**src/rtl/mem_stage_pkg.sv**
```systemverilog
`default_nettype none
// ============================================================================
// Module      : mem_stage_pkg
// Description : Shared types for the MEM pipeline stage. It holds the EX->MEM,
//               MEM->WB and MEM->ID forwarding bus layouts, their widths, and
//               the load_op encodings. Bus field order runs MSB first, in the
//               order the fields are listed in each struct.
// Revision    : 1.0 - initial release
// ============================================================================
package mem_stage_pkg;

  typedef enum logic [2:0] {
    LOAD_OP_NONE = 3'd0,
    LOAD_OP_LB   = 3'd1,
    LOAD_OP_LBU  = 3'd2,
    LOAD_OP_LH   = 3'd3,
    LOAD_OP_LHU  = 3'd4,
    LOAD_OP_LW   = 3'd5,
    LOAD_OP_LWL  = 3'd6,
    LOAD_OP_LWR  = 3'd7
  } load_op_e;

  typedef struct packed {
    logic [31:0] excp_bvaddr;
    logic        bd;
    logic [31:0] rt_value;
    logic [7:0]  cp0_addr;
    logic        eret;
    logic        mtc0;
    logic        mfc0;
    logic        excp_valid;
    logic [4:0]  excp_execode;
    logic        mem_req;
    load_op_e    load_op;
    logic [1:0]  addr_low;
    logic        gr_we;
    logic [4:0]  dest;
    logic [31:0] alu_result;
    logic [31:0] pc;
  } es_to_ms_t;

  typedef struct packed {
    logic [31:0] excp_bvaddr;
    logic        bd;
    logic [31:0] rt_value;
    logic [7:0]  cp0_addr;
    logic        eret;
    logic        mtc0;
    logic        mfc0;
    logic        excp_valid;
    logic [4:0]  excp_execode;
    logic        gr_we;
    logic [4:0]  dest;
    logic [31:0] final_result;
    logic [31:0] pc;
  } ms_to_ws_t;

  typedef struct packed {
    logic        rf_we;
    logic [4:0]  dest;
    logic [31:0] result;
  } fw_t;

  localparam int ES_TO_MS_BUS_WD = $bits(es_to_ms_t);
  localparam int MS_TO_WS_BUS_WD = $bits(ms_to_ws_t);
  localparam int FW_BUS_WD       = $bits(fw_t);

  function automatic logic is_load(input load_op_e op);
    return op != LOAD_OP_NONE;
  endfunction

endpackage
`default_nettype wire

```
**src/rtl/mem_load_align.sv**
```systemverilog
`default_nettype none
// ============================================================================
// Module      : mem_load_align
// Description : Combinational load-data extract / extend / merge.
//               The build macro MS_LWLR_EN enables the LWL/LWR word merge with
//               rt_value. When MS_LWLR_EN is not defined, those codes behave
//               as LW.
// Ports       : load_op  - load type
//               addr_low - byte offset within the word
//               rdata    - aligned 32-bit word from the data SRAM
//               rt_value - old rt contents (LWL/LWR merge source)
//               result   - value to be written back
// Revision    : 1.0 - initial release
// ============================================================================
module mem_load_align
  import mem_stage_pkg::*;
(
  input  load_op_e    load_op,
  input  logic [1:0]  addr_low,
  input  logic [31:0] rdata,
  input  logic [31:0] rt_value,
  output logic [31:0] result
);

  logic [7:0]  byte_sel;
  logic [15:0] half_sel;

  always_comb begin
    byte_sel = rdata[{addr_low, 3'b000} +: 8];
    half_sel = addr_low[1] ? rdata[31:16] : rdata[15:0];
  end

`ifdef MS_LWLR_EN
  // In little-endian byte lanes, LWL fills the upper bytes of rt from the low
  // end of the word. LWR fills the lower bytes of rt from the high end.
  logic [31:0] lwl_word;
  logic [31:0] lwr_word;

  always_comb begin
    lwl_word = rdata;
    lwr_word = rdata;
    case (addr_low)
      2'd0: begin
        lwl_word = {rdata[7:0],  rt_value[23:0]};
        lwr_word = rdata;
      end
      2'd1: begin
        lwl_word = {rdata[15:0], rt_value[15:0]};
        lwr_word = {rt_value[31:24], rdata[31:8]};
      end
      2'd2: begin
        lwl_word = {rdata[23:0], rt_value[7:0]};
        lwr_word = {rt_value[31:16], rdata[31:16]};
      end
      default: begin
        lwl_word = rdata;
        lwr_word = {rt_value[31:8], rdata[31:24]};
      end
    endcase
  end
`else
  logic unused_rt;
  assign unused_rt = ^rt_value;
`endif

  always_comb begin
    result = rdata;
    case (load_op)
      LOAD_OP_LB:  result = {{24{byte_sel[7]}}, byte_sel};
      LOAD_OP_LBU: result = {24'd0, byte_sel};
      LOAD_OP_LH:  result = {{16{half_sel[15]}}, half_sel};
      LOAD_OP_LHU: result = {16'd0, half_sel};
`ifdef MS_LWLR_EN
      LOAD_OP_LWL: result = lwl_word;
      LOAD_OP_LWR: result = lwr_word;
`endif
      default:     result = rdata;
    endcase
  end

endmodule
`default_nettype wire

```
**src/rtl/mem_stage.sv**
```systemverilog
`default_nettype none
// ============================================================================
// Module      : mem_stage
// Description : MIPS pipeline MEM stage. It holds one instruction and waits
//               for the in-order data-SRAM response. It extends or merges the
//               load data and forwards the result to decode. On a WB flush it
//               drops the in-flight work, and it counts and discards SRAM
//               responses that belong to the flushed instructions.
//               The build macro MS_LWLR_EN (in mem_load_align) enables LWL/LWR.
// Ports       : clk, reset (async, active-high)
//               es_to_ms_valid/bus, ms_allowin  - handshake from EX
//               data_sram_data_ok/rdata         - SRAM response strobe/data
//               ws_allowin, ms_to_ws_valid/bus  - handshake to WB
//               ms_to_ds_fw_bus, ms_fw_pending  - forwarding/stall to ID
//               ms_excp_valid                   - blocks stores in EX
//               ws_excp_valid, eret_flush       - pipeline flush from WB
// Revision    : 1.0 - initial release
// ============================================================================
module mem_stage
  import mem_stage_pkg::*;
#(
  parameter int DISCARD_CNT_W = 2
) (
  input  logic                       clk,
  input  logic                       reset,
  input  logic                       es_to_ms_valid,
  input  logic [ES_TO_MS_BUS_WD-1:0] es_to_ms_bus,
  output logic                       ms_allowin,
  input  logic                       data_sram_data_ok,
  input  logic [31:0]                data_sram_rdata,
  input  logic                       ws_allowin,
  output logic                       ms_to_ws_valid,
  output logic [MS_TO_WS_BUS_WD-1:0] ms_to_ws_bus,
  output logic [FW_BUS_WD-1:0]       ms_to_ds_fw_bus,
  output logic                       ms_fw_pending,
  output logic                       ms_excp_valid,
  input  logic                       ws_excp_valid,
  input  logic                       eret_flush
);

  logic                     ms_valid;
  es_to_ms_t                ms_bus;
  logic [31:0]              rdata_buf;
  logic                     rdata_buf_vld;
  logic [DISCARD_CNT_W-1:0] discard_cnt;

  logic        flush;
  logic        resp_live;
  logic        req_pending;
  logic        ms_ready_go;
  logic        handoff;
  logic        cnt_inc;
  logic        cnt_dec;
  logic        load_inst;
  logic [31:0] load_data;
  logic [31:0] load_result;
  logic [31:0] final_result;
  ms_to_ws_t   ws_out;
  fw_t         fw_out;

  assign flush     = ws_excp_valid || eret_flush;
  // Only a response that arrives while no stale responses are owed belongs
  // to the instruction held here.
  assign resp_live = data_sram_data_ok && (discard_cnt == '0);
  // An excepting instruction never issued its request, so it owes no response.
  assign req_pending = ms_bus.mem_req && !ms_bus.excp_valid && !rdata_buf_vld;

  assign ms_ready_go    = !ms_bus.mem_req || ms_bus.excp_valid || rdata_buf_vld || resp_live;
  assign ms_allowin     = !ms_valid || (ms_ready_go && ws_allowin);
  assign ms_to_ws_valid = ms_valid && ms_ready_go;
  assign handoff        = ms_to_ws_valid && ws_allowin;

  // Pipeline register; a flush also kills a same-cycle accept from EX.
  always_ff @(posedge clk or posedge reset) begin
    if (reset) begin
      ms_valid <= 1'b0;
      ms_bus   <= '0;
    end else begin
      if (flush) begin
        ms_valid <= 1'b0;
      end else if (ms_allowin) begin
        ms_valid <= es_to_ms_valid;
      end
      if (!flush && ms_allowin && es_to_ms_valid) begin
        ms_bus <= es_to_ms_t'(es_to_ms_bus);
      end
    end
  end

  // Hold a response that arrives while WB is stalled, since the SRAM
  // presents it for only one cycle.
  always_ff @(posedge clk or posedge reset) begin
    if (reset) begin
      rdata_buf     <= '0;
      rdata_buf_vld <= 1'b0;
    end else if (flush || handoff) begin
      rdata_buf_vld <= 1'b0;
    end else if (ms_valid && req_pending && resp_live && !ws_allowin) begin
      rdata_buf     <= data_sram_rdata;
      rdata_buf_vld <= 1'b1;
    end
  end

  // Count the responses still owed to flushed instructions.
  assign cnt_inc = flush && ms_valid && req_pending && !resp_live;
  assign cnt_dec = data_sram_data_ok && (discard_cnt != '0);

  always_ff @(posedge clk or posedge reset) begin
    if (reset) begin
      discard_cnt <= '0;
    end else if (cnt_inc && !cnt_dec) begin
      if (discard_cnt != {DISCARD_CNT_W{1'b1}}) begin
        discard_cnt <= discard_cnt + DISCARD_CNT_W'(1);
      end
    end else if (cnt_dec && !cnt_inc) begin
      discard_cnt <= discard_cnt - DISCARD_CNT_W'(1);
    end
  end

  assign load_data = rdata_buf_vld ? rdata_buf : data_sram_rdata;
  assign load_inst = is_load(ms_bus.load_op);

  mem_load_align u_load_align (
    .load_op  (ms_bus.load_op),
    .addr_low (ms_bus.addr_low),
    .rdata    (load_data),
    .rt_value (ms_bus.rt_value),
    .result   (load_result)
  );

  assign final_result = load_inst ? load_result : ms_bus.alu_result;

  always_comb begin
    ws_out              = '0;
    ws_out.excp_bvaddr  = ms_bus.excp_bvaddr;
    ws_out.bd           = ms_bus.bd;
    ws_out.rt_value     = ms_bus.rt_value;
    ws_out.cp0_addr     = ms_bus.cp0_addr;
    ws_out.eret         = ms_bus.eret;
    ws_out.mtc0         = ms_bus.mtc0;
    ws_out.mfc0         = ms_bus.mfc0;
    ws_out.excp_valid   = ms_bus.excp_valid;
    ws_out.excp_execode = ms_bus.excp_execode;
    ws_out.gr_we        = ms_bus.gr_we;
    ws_out.dest         = ms_bus.dest;
    ws_out.final_result = final_result;
    ws_out.pc           = ms_bus.pc;
  end

  assign ms_to_ws_bus = ws_out;

  // The value of an mfc0 is only known in WB, so it is not forwarded from here.
  always_comb begin
    fw_out        = '0;
    fw_out.rf_we  = ms_valid && ms_bus.gr_we && !ms_bus.mfc0;
    fw_out.dest   = ms_bus.dest;
    fw_out.result = final_result;
  end

  assign ms_to_ds_fw_bus = fw_out;
  assign ms_fw_pending   = ms_valid && ms_bus.gr_we && load_inst && !ms_ready_go;
  assign ms_excp_valid   = ms_valid && (ms_bus.excp_valid || ms_bus.eret);

endmodule
`default_nettype wire

```
**config.mk**
```make
export PLATFORM = sky130hd
export DESIGN_NAME = mem_stage
export DESIGN_NICKNAME = d
export VERILOG_FILES = /design/src/rtl/mem_stage_pkg.sv /design/src/rtl/mem_load_align.sv /design/src/rtl/mem_stage.sv
export SDC_FILE = /design/constraint.sdc
export NUM_CORES = 1
export LEC_CHECK = 0
export BUFFER_PORTS_ARGS = -buffer_cell sky130_fd_sc_hd__buf_2
export CAP_MARGIN = 0
export CELL_PAD_IN_SITES_DETAIL_PLACEMENT = 0
export CELL_PAD_IN_SITES_GLOBAL_PLACEMENT = 2
export CORE_MARGIN = 1.5
export CORE_UTILIZATION = 34
export DETAILED_ROUTE_END_ITERATION = 6
export HOLD_SLACK_MARGIN = 0.02
export PLACE_DENSITY_LB_ADDON = 0.1
export SETUP_SLACK_MARGIN = 0.1
export SYNTH_ARGS = -nofsm -noshare
export SYNTH_HDL_FRONTEND = slang
export SYNTH_SLANG_ARGS = --single-unit
```
**constraint.sdc**
```tcl
create_clock -name clk -period 11.4 [get_ports clk]
set_clock_uncertainty 0.2 [all_clocks]
set_input_delay 1.14 -clock clk [delete_from_list [all_inputs] [get_ports clk]]
set_output_delay 1.14 -clock clk [all_outputs]
set_load 0.01 [all_outputs]
```
# Word level (Yosys, flattened, before mapping)
# Cells that the tools add are included.
[totals]
latch_bits = 0
ff_bits = 194
word_cells = 89
mem_bits_ro = 0
in_bits = 197
n_memories = 0
mem_bits_rw = 0
[classes]
bitwise_logic = 1
add_sub_neg = 2
div = 0
reduce_logical = 48
multipliers = 0
mux = 11
n_lt_le_gt_ge = 0
shift = 1
eq_ne = 6
[ops]
columns = ["operator", "n"]
rows = [
  ["one-hot mux 32 bit (4 select lines)", 1],
  ["two-way mux 32 bit", 2],
  ["variable part select 32 x 6 -> 8 bit", 1],
  ["logical AND 1 bit", 22],
  ["two-way mux 16 bit", 1],
  ["zero test 1 bit", 11],
  ["nonzero test 2 bit", 4],
  ["logical OR 1 bit", 7],
  ["== test 3 x 2 -> 1 bit, second input constant", 2],
  ["two-way mux 2 bit", 3],
  ["two-way mux 1 bit", 4],
  ["AND reduction 2 bit", 2],
  ["== test 3 x 1 -> 1 bit, second input constant", 1],
  ["== test 3 bit, second input constant", 1],
  ["nonzero test 3 bit", 1],
  ["adder 2 x 1 -> 2 bit, second input constant", 1],
  ["zero test 2 bit", 1],
  ["inequality test 2 x 1 -> 1 bit, second input constant", 1],
  ["inequality test 2 bit, second input constant", 1],
  ["subtractor 2 x 1 -> 2 bit, second input constant", 1],
  ["inverter 1 bit", 1],
]

# Longest topological paths before layout
[depth]
ltp_word = 9
depth_mapped = 9

# By module
# A second synthesis with hierarchy kept.
[unflattened]
cells_unflattened = 787
hier_area_um2 = 10623.9
[modules_own_cells]
columns = ["mod", "cells_per_inst", "seq_area_each_um2", "area_each_um2", "n_inst"]
rows = [
  ["mem_stage", 667, 4854.7, 9774.4, 1],
  ["mem_load_align", 120, 0.0, 849.6, 1],
]

# Worst setup path before layout
# Ideal clock, no wire load.
[synth_path]
kind = "input -> output"
startpoint = "in data_sram_rdata[31]"
endpoint = "out ms_to_ws_bus[40]"
arrival_ns = 2.745
path_buffers = 1
path_slack_ns = 7.315
cell_stages = 5
path_cell_list = "mux4_2 -> mux2i_1 -> a31o_2 -> a2111oi_0 -> buf_4"
[synth_between]
elab_chain_len = 4
[synth_rtl]
columns = ["element", "line_no", "text"]
rows = [
  ["start, declared", "mem_stage.sv:30", "input logic [31:0] data_sram_rdata,"],
  ["two-way mux 32 bit", "mem_stage.sv:120", "assign load_data = rdata_buf_vld ? rdata_buf : data_sram_rdata;"],
  ["variable part select 32 x 6 -> 8 bit", "mem_load_align.sv:29", "byte_sel = rdata[{addr_low, 3'b000} +: 8];"],
  ["one-hot mux 32 bit (4 select lines)", "mem_load_align.sv:68", "case (load_op)"],
  ["two-way mux 32 bit", "mem_stage.sv:131", "assign final_result = load_inst ? load_result : ms_bus.alu_result;"],
  ["end, declared", "mem_stage.sv:33", "output logic [MS_TO_WS_BUS_WD-1:0] ms_to_ws_bus,"],
]
# Every way passes these cells.

# Worst setup path in the final report
[layout_path]
startpoint = "reg ms_bus[74] in the netlist's numbering"
endpoint = "out ms_to_ds_fw_bus[6]"
[layout_between]
elab_chain_len = 3
elab_cells_between_ends = 7
cone_classes = "4 x eq/ne; 2 x mux; 1 x reduce/logical"
[layout_rtl]
columns = ["element", "line_no", "text"]
rows = [
  ["start, declared", "mem_stage.sv:42", "es_to_ms_t ms_bus;"],
  ["start signal, assigned", "mem_stage.sv:85", "ms_bus <= es_to_ms_t'(es_to_ms_bus);"],
  ["== test 3 bit (tied with other cells)", "mem_load_align.sv:68", ""],
  ["one-hot mux 32 bit (4 select lines)", "mem_load_align.sv:68", ""],
  ["two-way mux 32 bit *", "mem_stage.sv:131", ""],
  ["end, declared", "mem_stage.sv:34", "output logic [FW_BUS_WD-1:0] ms_to_ds_fw_bus,"],
]
# Every way passes the cells marked *; elsewhere a longest branch is shown, timed or not.

==> results.tsv <==
stage	metric	value	unit
run_status	status	completed	
placed_design	number of I/O port buffers	390	
timing	Tcrit/Tclk final	42.8	%
clock_tree	# hold bufs at CTS	0	
worst_setup_path	Buf/Inv on CP	3	
yosys	count leader, synth	mux2_2	
worst_setup_path	WP data required	10.06	ns
yosys	register area share after synthesis	47.8	%
cells_and_area	Area Overhead vs Synth	17.2	%
timing	Hold Vio Cnt, Final	0	
clock_tree	latest clock arrival within the worst-skew pair	0.43	ns
worst_setup_path	slowest stage delay, CP	1.04	ns
worst_setup_path	Crit Path Class	reg -> out	
yosys	Yosys warnings	0	
min_path	Worst Hold Class	reg -> reg	
yosys	Post-Synthesis Cells	803	
clock_tree	post-CTS setup buffer count	0	
pwr	leakage	5.59	nW
pwr	power density cells	188	nW/µm²
clock_tree	number of clock sinks	194	
route	Routed wire per std cell	18.7	µm
die	core area	29600	µm²
worst_setup_path	Crit. End Element	output port	
route	final wirelength	26.7	mm
timing	worst-margin pin slew	1.07	ns
worst_setup_path	WP depth	6	
route	detailed router's first-iteration violation count	318	
route	Residual DRC	0	
timing	Achievable Freq	205	MHz
die	Initial Util	34.4	%
route	DR vias	6713	
clock_tree	CTS tree	yes	
yosys	Unique masters post-synth	43	
timing	Slew Viols, Final	0	
route	first-pass iteration count of the detailed router	7	
timing	Setup Viol. Count Final	0	
grt	largest net degree at the start of global routing	82	
min_path	Worst Hold Depth	1	
worst_setup_path	critical path's slowest cell	nor2_1	
yosys	Yosys top cell area share	47.8	%
placed_design	hpwl dp	19.5	mm
pwr	VDD IR-drop max	0.101	mV
grt	total global routing overflow	0	
grt	vias in the first global route	6920	
worst_setup_path	CP delay by family, top	buffers and inverters	
route	drt via density	4.71	
timing	post-route minimum period	4.88	ns
clock_tree	Root Driver	clkbuf_16	
yosys	Mean Syn Cell Area	12.7	µm²
clock_tree	CTS H-tree depth	4	
cells_and_area	layout cells sized above 1	63.5	%
yosys	Async S/R FF share, synth	100	%
grt	global-route wire length before repair	40.6	mm
yosys	Seq cells post-synth	194	
worst_setup_path	Crit path arrival time	3.54	ns
clock_tree	Clock transition at path regs	0.07	ns
grt	GRT Total Usage	17.3	%
yosys	largest cells by area after synthesis	dfrtp_1 48%, mux2_2 22%, buf_4 12%, mux4_2 3.8%, mux2i_1 2.7%	
worst_setup_path	largest fanout on the critical path	42	
grt	initial antenna violation count	6	
die	Die W	176	µm
yosys	EDFF count, synth	0	
flow_run	Max Cap Viol	0	
timing	worst rel slew slack	28.5	%
route	Final ANT Viol Nets	0	
placed_design	dpl ws	6.84	ns
die	die area	30900	µm²
timing	Setup TNS	0	ns
worst_setup_path	r2r worst-path depth	6	
die	io pins	391	
die	Rows	63	
yosys	top cell type by total area after synthesis	dfrtp_1	
yosys	commonest cells in the netlist	203 x mux2_2, 194 x dfrtp_1, 158 x buf_4	
worst_setup_path	Worst setup SP type	register	
clock_tree	cts bufs inserted	17	
clock_tree	clk buf depth	2	
placed_design	RD Place Congestion	0.738	
clock_tree	post-CTS sizing	0	
cells_and_area	nets	1219	
yosys	Mapped Nets	1000	
yosys	main flop type after synthesis	dfrtp_1	
timing	final worst-path setup slack	6.52	ns
worst_setup_path	worst-path cell chain	buf_4, clkinv_1, nor2_1, a21oi_1, a31oi_1, buf_2	
yosys	Post-Syn Area	10200	µm²
timing	RSZ-0062 raised after global routing	false	
die	height of the die	176	µm
==> area by class of cell <==
| class | instances | area, µm² |
|---|---|---|
| Clock buffer | 19 | 443 |
| Fill cell | 2916 | 17600 |
| Inverter | 5 | 26.3 |
| Clock inverter | 11 | 225 |
| Multi-Input combinational cell | 404 | 3840 |
| Sequential cell | 194 | 4860 |
| Timing Repair Buffer | 400 | 2030 |
| Antenna cell | 2 | 5.00 |
| Tap cell | 390 | 488 |
==> worst paths after layout <==
check / start / endpoint / slack, ns
max reg2reg: discard_cnt[0] / ms_bus[41] / 7.90
min in group asynchronous: reset / ms_to_ws_bus[19] / 0.57
max: ms_bus[74] / ms_to_ds_fw_bus[6] / 6.52
min: ms_to_ws_bus[21] / ms_to_ws_bus[21] / 0.30
min reg2reg: ms_to_ws_bus[21] / ms_to_ws_bus[21] / 0.30
max in group asynchronous: reset / ms_bus[42] / 9.07
==> cell families after synthesis <==
family,Yosys count,synth area share [%]
mux,248,29.0
simple gates,89,4.14
compound gates,66,4.44
xor+xnor,1,0.0862
buf+inv,205,14.6
flops,194,47.8
==> per-stage QoR <==
| stage | power (W) | hold slack (ns) | instances | cell area, µm² | util (%) |
|---|---|---|---|---|---|
| 3_5_place_dp | 0.00157 | 0.289 | 1393 | 11200 | 38.0 |
| 4_1_cts | 0.00229 | 0.305 | 1423 | 11900 | 40.3 |
| 5_1_grt | 0.00238 | 0.315 | 1425 | 11900 | 40.3 |
| 6_report | 0.00224 | 0.302 | 1425 | 11900 | 40.3 |
| 3_3_place_gp | 0.00157 | 0.284 | 1393 | 11200 | 38.0 |
| 2_1_floorplan | 0.00145 | 0.273 | 803 | 10200 | - |
==> flip-flops by register name (all words and copies together), names as in the netlist <==
| register | flops |
|---|---|
| ms_valid | 1 |
| ms_bus | 38 |
| discard_cnt | 2 |
| ms_to_ds_fw_bus | 5 |
| ms_to_ws_bus | 115 |
| rdata_buf_vld | 1 |
| rdata_buf | 32 |
==> power by group <==
group / leakage (nW) / switching, W / internal, W
clock: 0.322 / 0.000279 / 0.000420
sequential: 2.36 / 0.0000733 / 0.000811
combinational: 2.90 / 0.000350 / 0.000310
==> layer usage <==
layer | vias to the layer above | GRT usage (%) | part of all wire, %
met5 | - | 0 | 0.14
met2 | 242 | 28.9 | 49
met3 | 21 | 5.63 | 7.6
met1 | 3316 | 21.6 | 42
li1 | 3126 | - | -
met4 | 8 | 4.34 | 1.2
==> cell usage in the layout, fill, tap and decap left out, types with 2 or more instances in the layout <==
cell and instances:
a211oi_1 2, buf_4 10, a221o_1 2, o32ai_1 3
bufinv_16 6, inv_1 3, buf_2 390, inv_6 3
o22a_1 2, mux4_2 17, clkbuf_16 17, nand2_1 17
mux2i_1 27, a31o_2 2, nor2b_1 6, nand4_1 2
diode_2 2, o21ai_0 7, nand2b_1 3, nor2_1 33
nand3_1 5, nor3_1 16, a21oi_1 29, a222oi_1 5
a2111oi_0 7, inv_8 2, dfrtp_1 193, mux2_2 203
No activity file was read; power rests on OpenSTA's default activity.
